==> src/rtl/msi_irq_arbiter.sv <==
// Edge-detecting interrupt collector that turns level sources into round-robin MSI requests,
// one outstanding request at a time, with a fixed idle holdoff after every grant.
//
// state | meaning
// ------+----------------------------------------------------------
// IDLE  | waiting for an enabled, unmasked pending source
// REQ   | msi_request/msi_vector held until the core grants
// HOLD  | holdoff down-counter running, no request allowed
module msi_irq_arbiter #(
    parameter int N_SRC   = 4,
    parameter int HOLDOFF = 4
) (
    input  logic             aclk,
    input  logic             aresetn,
    input  logic [N_SRC-1:0] irq_i,
    input  logic [N_SRC-1:0] irq_mask_i,
    input  logic             msi_enabled,
    input  logic             msi_grant,
    output logic             msi_request,
    output logic [2:0]       msi_vector,
    output logic [N_SRC-1:0] pending_o
);

    typedef enum logic [1:0] {
        ST_IDLE = 2'd0,
        ST_REQ  = 2'd1,
        ST_HOLD = 2'd2
    } state_t;

    localparam logic [2:0] LAST_RST  = 3'(N_SRC - 1);
    localparam logic [7:0] HOLD_LOAD = 8'(HOLDOFF - 1);

    state_t           state;
    state_t           state_nxt;
    logic [N_SRC-1:0] irq_p;
    logic [N_SRC-1:0] pending;
    logic [N_SRC-1:0] pending_nxt;
    logic [N_SRC-1:0] edges;
    logic [N_SRC-1:0] eligible;
    logic [N_SRC-1:0] clr;
    logic [7:0]       cnt;
    logic [7:0]       cnt_nxt;
    logic [2:0]       last_served;
    logic [2:0]       last_nxt;
    logic [2:0]       vec_nxt;
    logic [2:0]       sel_idx;
    logic             sel_valid;
    logic             req_nxt;

    assign edges     = irq_i & ~irq_p;
    assign eligible  = pending & ~irq_mask_i;
    assign pending_o = pending;

    // Round-robin: first eligible source strictly after last_served, wrapping.
    always_comb begin
        int idx;
        sel_valid = 1'b0;
        sel_idx   = '0;
        idx       = 0;
        for (int k = 1; k <= N_SRC; k++) begin
            idx = int'(last_served) + k;
            if (idx >= N_SRC) begin
                idx = idx - N_SRC;
            end
            if (!sel_valid && eligible[idx]) begin
                sel_valid = 1'b1;
                sel_idx   = 3'(idx);
            end
        end
    end

    always_comb begin
        state_nxt = state;
        cnt_nxt   = cnt;
        last_nxt  = last_served;
        req_nxt   = msi_request;
        vec_nxt   = msi_vector;
        clr       = '0;
        case (state)
            ST_IDLE: begin
                if (msi_enabled && sel_valid) begin
                    req_nxt   = 1'b1;
                    vec_nxt   = sel_idx;
                    clr       = {{(N_SRC-1){1'b0}}, 1'b1} << sel_idx;
                    state_nxt = ST_REQ;
                end
            end
            ST_REQ: begin
                if (msi_grant) begin
                    req_nxt   = 1'b0;
                    last_nxt  = msi_vector;
                    cnt_nxt   = HOLD_LOAD;
                    state_nxt = ST_HOLD;
                end
            end
            ST_HOLD: begin
                if (cnt == 8'd0) begin
                    state_nxt = ST_IDLE;
                end else begin
                    cnt_nxt = cnt - 8'd1;
                end
            end
            default: begin
                state_nxt = ST_IDLE;
            end
        endcase
        // A new edge on the source being issued survives the clear.
        pending_nxt = (pending & ~clr) | edges;
    end

    always_ff @(posedge aclk) begin
        if (!aresetn) begin
            state       <= ST_IDLE;
            irq_p       <= '0;
            pending     <= '0;
            cnt         <= '0;
            last_served <= LAST_RST;
            msi_request <= 1'b0;
            msi_vector  <= '0;
        end else begin
            state       <= state_nxt;
            irq_p       <= irq_i;
            pending     <= pending_nxt;
            cnt         <= cnt_nxt;
            last_served <= last_nxt;
            msi_request <= req_nxt;
            msi_vector  <= vec_nxt;
        end
    end

endmodule

==> config.mk <==
export PLATFORM = sky130hd
export DESIGN_NAME = msi_irq_arbiter
export DESIGN_NICKNAME = d
export VERILOG_FILES = /design/src/rtl/msi_irq_arbiter.sv
export SDC_FILE = /design/constraint.sdc
export NUM_CORES = 1
export LEC_CHECK = 0
export CAP_MARGIN = 5
export CORE_MARGIN = 2
export CORE_UTILIZATION = 30
export DETAILED_ROUTE_END_ITERATION = 6
export HOLD_SLACK_MARGIN = 0.03
export PLACE_DENSITY_LB_ADDON = 0.08
export SYNTH_ARGS = -nofsm -noshare
export SYNTH_HDL_FRONTEND = slang
export SYNTH_SLANG_ARGS = --single-unit
==> constraint.sdc <==
create_clock -name aclk -period 2.4 [get_ports aclk]
set_input_delay 0.36 -clock aclk [delete_from_list [all_inputs] [get_ports aclk]]
set_output_delay 0.36 -clock aclk [all_outputs]
set_load 0.02 [all_outputs]
# After elaboration in Yosys (flattened, before gate mapping)
# Index checks and enable logic that the tools add are counted.
# W data, S select, Z words.
dict set report classes {
  bitwise 7
  div 0
  reduce_logical 16
  add_sub_neg 9
  magnitude_cmp 8
  shift 1
  mul 0
  n_eq_ne 6
  mux 36
}
# operator count
set op_table {}
lappend op_table {{$lt A32 B4 Y1 const B} 4}
lappend op_table {{$mux W32} 4}
lappend op_table {{$sub A4 B3 Y5 const B} 4}
lappend op_table {{$ge A4 B3 Y1 const B} 4}
lappend op_table {{$mux W8} 2}
lappend op_table {{$pmux W8 S2} 1}
lappend op_table {{$mux W1} 14}
lappend op_table {{$and A4 B4 Y4} 3}
lappend op_table {{$mux W3} 4}
lappend op_table {{$not A4 Y4} 3}
lappend op_table {{$reduce_and A3 Y1} 3}
lappend op_table {{$add A3 B2 Y4 const B} 2}
lappend op_table {{$bmux W1 S2} 4}
lappend op_table {{$logic_not A8 Y1} 1}
lappend op_table {{$mux W4} 2}
lappend op_table {{$ne A2 B2 Y1 const B} 4}
lappend op_table {{$sub A8 B1 Y8 const B} 1}
lappend op_table {{$mux W2} 3}
lappend op_table {{$pmux W2 S3} 1}
lappend op_table {{$add A3 B1 Y4 const B} 1}
lappend op_table {{$add A3 B3 Y4 const B} 1}
lappend op_table {{$logic_and A1 B1 Y1} 4}
lappend op_table {{$or A4 B4 Y4} 1}
lappend op_table {{$reduce_and A2 Y1} 2}
lappend op_table {{other kinds (7)} 10}
dict set report word_totals {
  rom_bits 0
  mem_bits_rw 0
  latchBits 0
  register_bits 25
  mem_count 0
  elab_cells 90
}

# Depth between registers and ports, before layout
# Gate-level depths: netlist of run 1.
dict set report logic_depth {
  depth_word 22
  mapped_depth 9
  ltp_nobuf 9
}

# Worst setup path after synthesis of run 1
# Ideal clock, no wire load.
dict set report synth_timing {
  kind {register to register}
  from {reg last_served[1]}
  to {reg pending[0], in the netlist pending_o[0]}
  slack_ps 74
  arrival_ps 2201
  t_required_ps 2275
  path_stages_with_launch 10
  period_less_slack_ps 2326
  cell_sequence {dfxtp_1 > inv_1 > ha_1 > clkbuf_1 > mux4_2 > a31oi_1 > a31oi_1 > nor3b_2 > nor4_2 > o21ai_1}
}
dict set report synth_between {
  elab_chain_cells 22
}
# item line_no
set synth_rtl {}
lappend synth_rtl {{from (decl)} 43} ;# logic [2:0] last_served;
lappend synth_rtl {{from (signal assigned)} 125} ;# last_served <= last_nxt;
lappend synth_rtl {{$add A3 B1 Y4} 61} ;# idx = int'(last_served) + k;
lappend synth_rtl {{$sub A4 B3 Y5 / $ge A4 B3 Y1 (equally long branches)} {63, 62}}
lappend synth_rtl {{$mux W32} 62} ;# if (idx >= N_SRC) begin
lappend synth_rtl {{$bmux W1 S2} 65} ;# if (!sel_valid && eligible[idx]) begin
lappend synth_rtl {{$mux W1 (not written as such) (2 in a row)} 65}
lappend synth_rtl {{$mux W1} 65}
lappend synth_rtl {{$logic_not A1 Y1} 65}
lappend synth_rtl {{$logic_and A1 B1 Y1} 65}
lappend synth_rtl {{(+5 left out)} n/a}
lappend synth_rtl {{$logic_and A1 B1 Y1} 65}
lappend synth_rtl {{$mux W3 / $mux W1 (equally long branches)} 65}
lappend synth_rtl {{$shl A1 B3 Y4 / $logic_and A1 B1 Y1 (equally long branches)} {84, 81}}
lappend synth_rtl {{$mux W4 (*)} 81} ;# if (msi_enabled && sel_valid) begin
lappend synth_rtl {{$mux W4 (*)} 79} ;# case (state)
lappend synth_rtl {{$not A4 Y4 (*)} 108} ;# pending_nxt = (pending & ~clr) | edges;
lappend synth_rtl {{$and A4 B4 Y4 (*)} 108}
lappend synth_rtl {{$or A4 B4 Y4 (*)} 108}
lappend synth_rtl {{to (signal assigned)} 123} ;# pending <= pending_nxt;
lappend synth_rtl {{to (decl)} 36} ;# logic [N_SRC-1:0] pending;
# Mark *: on every way between the ends. The rest lies on a longest branch, timed or not. The select of a mux whose other input is x is not followed.
# A chain may end at the register's enable or synchronous reset.

# Worst setup path after layout of run 1
dict set report layout_timing {
  from {in irq_mask_i[0]}
  to {reg pending[0], in the netlist pending_o[0]}
}
dict set report layout_between {
  elab_chain_cells 21
}
# item line_no
set layout_rtl {}
lappend layout_rtl {{from (decl)} 16} ;# input logic [N_SRC-1:0] irq_mask_i,
lappend layout_rtl {{$not A4 Y4 (*)} 51} ;# assign eligible = pending & ~irq_mask_i;
lappend layout_rtl {{$and A4 B4 Y4 (*)} 51}
lappend layout_rtl {{$bmux W1 S2} 65}
lappend layout_rtl {{$mux W1 (not written as such) (2 in a row)} 65}
lappend layout_rtl {{$mux W1} 65}
lappend layout_rtl {{$logic_not A1 Y1} 65}
lappend layout_rtl {{$logic_and A1 B1 Y1} 65}
lappend layout_rtl {{$mux W1} 65}
lappend layout_rtl {{(+4 left out)} n/a}
lappend layout_rtl {{$logic_and A1 B1 Y1} 65}
lappend layout_rtl {{$mux W3 / $mux W1 (equally long branches)} 65}
lappend layout_rtl {{$shl A1 B3 Y4 / $logic_and A1 B1 Y1 (equally long branches)} {84, 81}}
lappend layout_rtl {{$mux W4 (*)} 81}
lappend layout_rtl {{$mux W4 (*)} 79}
lappend layout_rtl {{$not A4 Y4 (*)} 108}
lappend layout_rtl {{$and A4 B4 Y4 (*)} 108}
lappend layout_rtl {{$or A4 B4 Y4 (*)} 108}
# Marks and branches as above.

==> impl_metrics.toml, run 1 <==
[detailed_routing]
drc = 0
drtPass1Iterations = 4
via_per_inst = 4.90
drt-initial-drc-count = 53
wirelength_um = 3940
ant_nets = 0
wl_per_cell_um = 13.8
via_count = 1400

[finish]
final_layout_size_suffix_gt1_frac = 0.157
nets = 237
multi_input_area_um2 = 986
final_cell_area_um2 = 1960
regArea_um2 = 502
post-route-util = 0.387
areaGrowthSynthToFinish_pct = 25.6
antenna-diode-count = 0
fill_cells = 556

[power_and_ir_drop]
power_frac_comb = 0.412
cellLeakagePower_nw = 0.789
max-vdd-ir-drop_uv = 345
power_frac_seq = 0.395
power_switching_uw = 476
power_mw = 1.32
clockPowerShare = 0.193
switching_share = 0.360
power_density_nw_per_um2 = 674
intPower_uw = 848

[clock_network]
clock_latency_ns = 0.27
cts_setup_buffers = 0
clock_path_buffers = 2
cts-buffers-inserted = 3
cts_tree = "built"
clock-sinks = 25
clk_pin_slew_worst_paths_ns = 0.09
ctsHoldBuffers = 0
cts_root_buffer = "clkbuf_8"
h-tree-depth = 1
cts_resized = 0

[yosys]
synth_edf_count = 0
syn_area_um2 = 1560
synth.most_common_cell = "dfxtp_1"
ys_warn_count = 0
async_flop_share = 0
synth_top_cell_by_area = "dfxtp_1"
synth-seq-cells = 25
syn_nets = 206
yosys.area.top_type_share = 0.320
synthTopCellsByCount = "dfxtp_1, nand2_1, nor2_1, o21ai_0"
seq_area_frac_synth = 0.320
yosys.cell_types.count = 47
syn_inst = 186
syn_avg_cell_area_um2 = 8.41
synthTopCellsByArea = "dfxtp_1, ha_1, nand2_1"
ys.flop_type = "dfxtp_1"

[timing]
timing.fmax_mhz = 447
drv_slew = 0
worst_slew_pin_slew_ns = 0.583
period_share = 0.932
hold_viol_final = 0
finalClockSkew_ns = 0.00115
hold_slack_ns = 0.482
period_minus_slack_ns = 2.24
finalSetupViolations = 0
slew_headroom = 0.610
rsz0062_at_grt = "no"
fin_ws_ns = 0.164

[grt]
grt_pass1_wl_um = 6740
grt_max_degree = 16
grt_usage = 0.140
overflow = 0
grt_pass1_vias = 1435
grt_antenna_before_repair = 0

[place]
dp_hpwl_um = 3090
place_ws_ns = -0.113
portBuffers = 19
place_congestion = 0.787
post_dp_cell_area_um2 = 1910

[hold_path]
min_path_type = "reg -> reg"
holdPathStages = 3

[floorplan]
start_util = 0.308
boundaryPins = 20
dieArea_um2 = 5810
die_y_um = 76.2
fp-row-count = 26
core_region_area_um2 = 5070
die_x_um = 76.2

[setup_path]
crit_required_ns = 2.56
startpoint_type = "primary input"
critPathKind = "in -> reg"
setup.worst_path.end_class = "register"
path_max_fanout = 3
r2r_cells = 8
cp.arrival_ns = 2.39

[run_status]
status = "finished, final reports clean"

[flow_run]
cap_violations = 0
## power by group through the flow
stage                     registers, mW  logic (mW)  clock network [mW]
after global placement            0.531       0.533                   0
after floorplan                   0.553       0.318                   0
final                             0.523       0.546               0.255
after CTS                         0.523       0.548               0.270
after global routing              0.532       0.602               0.290
after detailed placement          0.532       0.545                   0
## cells in the final DEF, fill, tap and decap left out, types with 2 or more instances in the layout
cell type,n
dfxtp_1,24
nand2_1,23
clkdlybuf4s50_1,19
nor2_1,17
buf_4,15
o21ai_0,13
inv_1,9
nor3_1,9
ha_1,8
and2_1,6
nor2b_1,6
xnor2_1,5
a31oi_1,4
a21oi_1,4
xor2_1,4
nand2b_1,3
mux2i_1,3
a21boi_0,3
clkbuf_8,3
and3_1,2
nand3_1,2
mux4_2,2
nand4_1,2
o211ai_1,2
a2bb2oi_1,2
a32oi_1,2
o21ai_1,2
## worst max-delay path: stages
cell and delay [ns]:
clkdlybuf4s50_1 0.46, or2b_1 0.26, mux4_2 0.47, a31oi_1 0.15, a31oi_1 0.05, nor3b_2 0.18
nor4_2 0.35, o21ai_1 0.11
## through the flow
| step | setup TNS (ns) | instances |
|---|---|---|
| after global placement | -0.224 | 282 |
| final | 0 | 286 |
| after CTS | 0 | 286 |
| after floorplan | 0 | 186 |
| after global routing | 0 | 286 |
| after detailed placement | -0.408 | 282 |
## cells by family after synthesis
kind of cell,count (synthesis),share of synthesized area
and+or+nand+nor,82,0.281
AOI/OAI and AO/OA,38,0.180
DFF,25,0.320
buffers and inverters,18,0.0496
xor gates and xnor gates,9,0.0504
adders and majority gates,8,0.0640
muxes,6,0.0552
## sequential cells by signal, summed over array words and instances (netlist names)
name	cells
msi_request	1
pending_o	4
cnt	8
irq_p	4
state	2
last_served	3
msi_vector	3
## worst paths after layout
check | from | endpoint | slack, ns
worst max-delay path | irq_mask_i[0] | pending_o[0]$_SDFF_PN0_ | 0.16
worst min-delay path | irq_p[3]$_SDFF_PN0_ | pending_o[3]$_SDFF_PN0_ | 0.48
worst max register to register | last_served[0]$_SDFFE_PN1P_ | pending_o[0]$_SDFF_PN0_ | 0.26
worst min register to register | irq_p[3]$_SDFF_PN0_ | pending_o[3]$_SDFF_PN0_ | 0.48
## routing by layer
layer | part of all wire | GRT usage | vias up
met2 | 0.51 | 0.245 | 20
met3 | 0.030 | 0.0201 | 4
li1 | - | - | 709
met5 | 0 | 0 | -
met4 | 0.011 | 0.0473 | 0
met1 | 0.45 | 0.176 | 667
## final cells by class
type                    instances  share of cell area
flip-flops and latches         25               0.255
inverters                      10              0.0191
well taps                      70              0.0446
clock inverters                 1             0.00382
multi-input cells             143               0.502
clock buffers                   3              0.0210
repair buffers                 34               0.154
No activity file was read; power rests on OpenSTA's default activity.
==> run 2, diff against run 1 <==
- ABC_CLOCK_PERIOD_IN_PS: not set -> 2400
==> results of run 2 <==
Same layout as run 1: the final DEF is identical, and so are final timing and power.
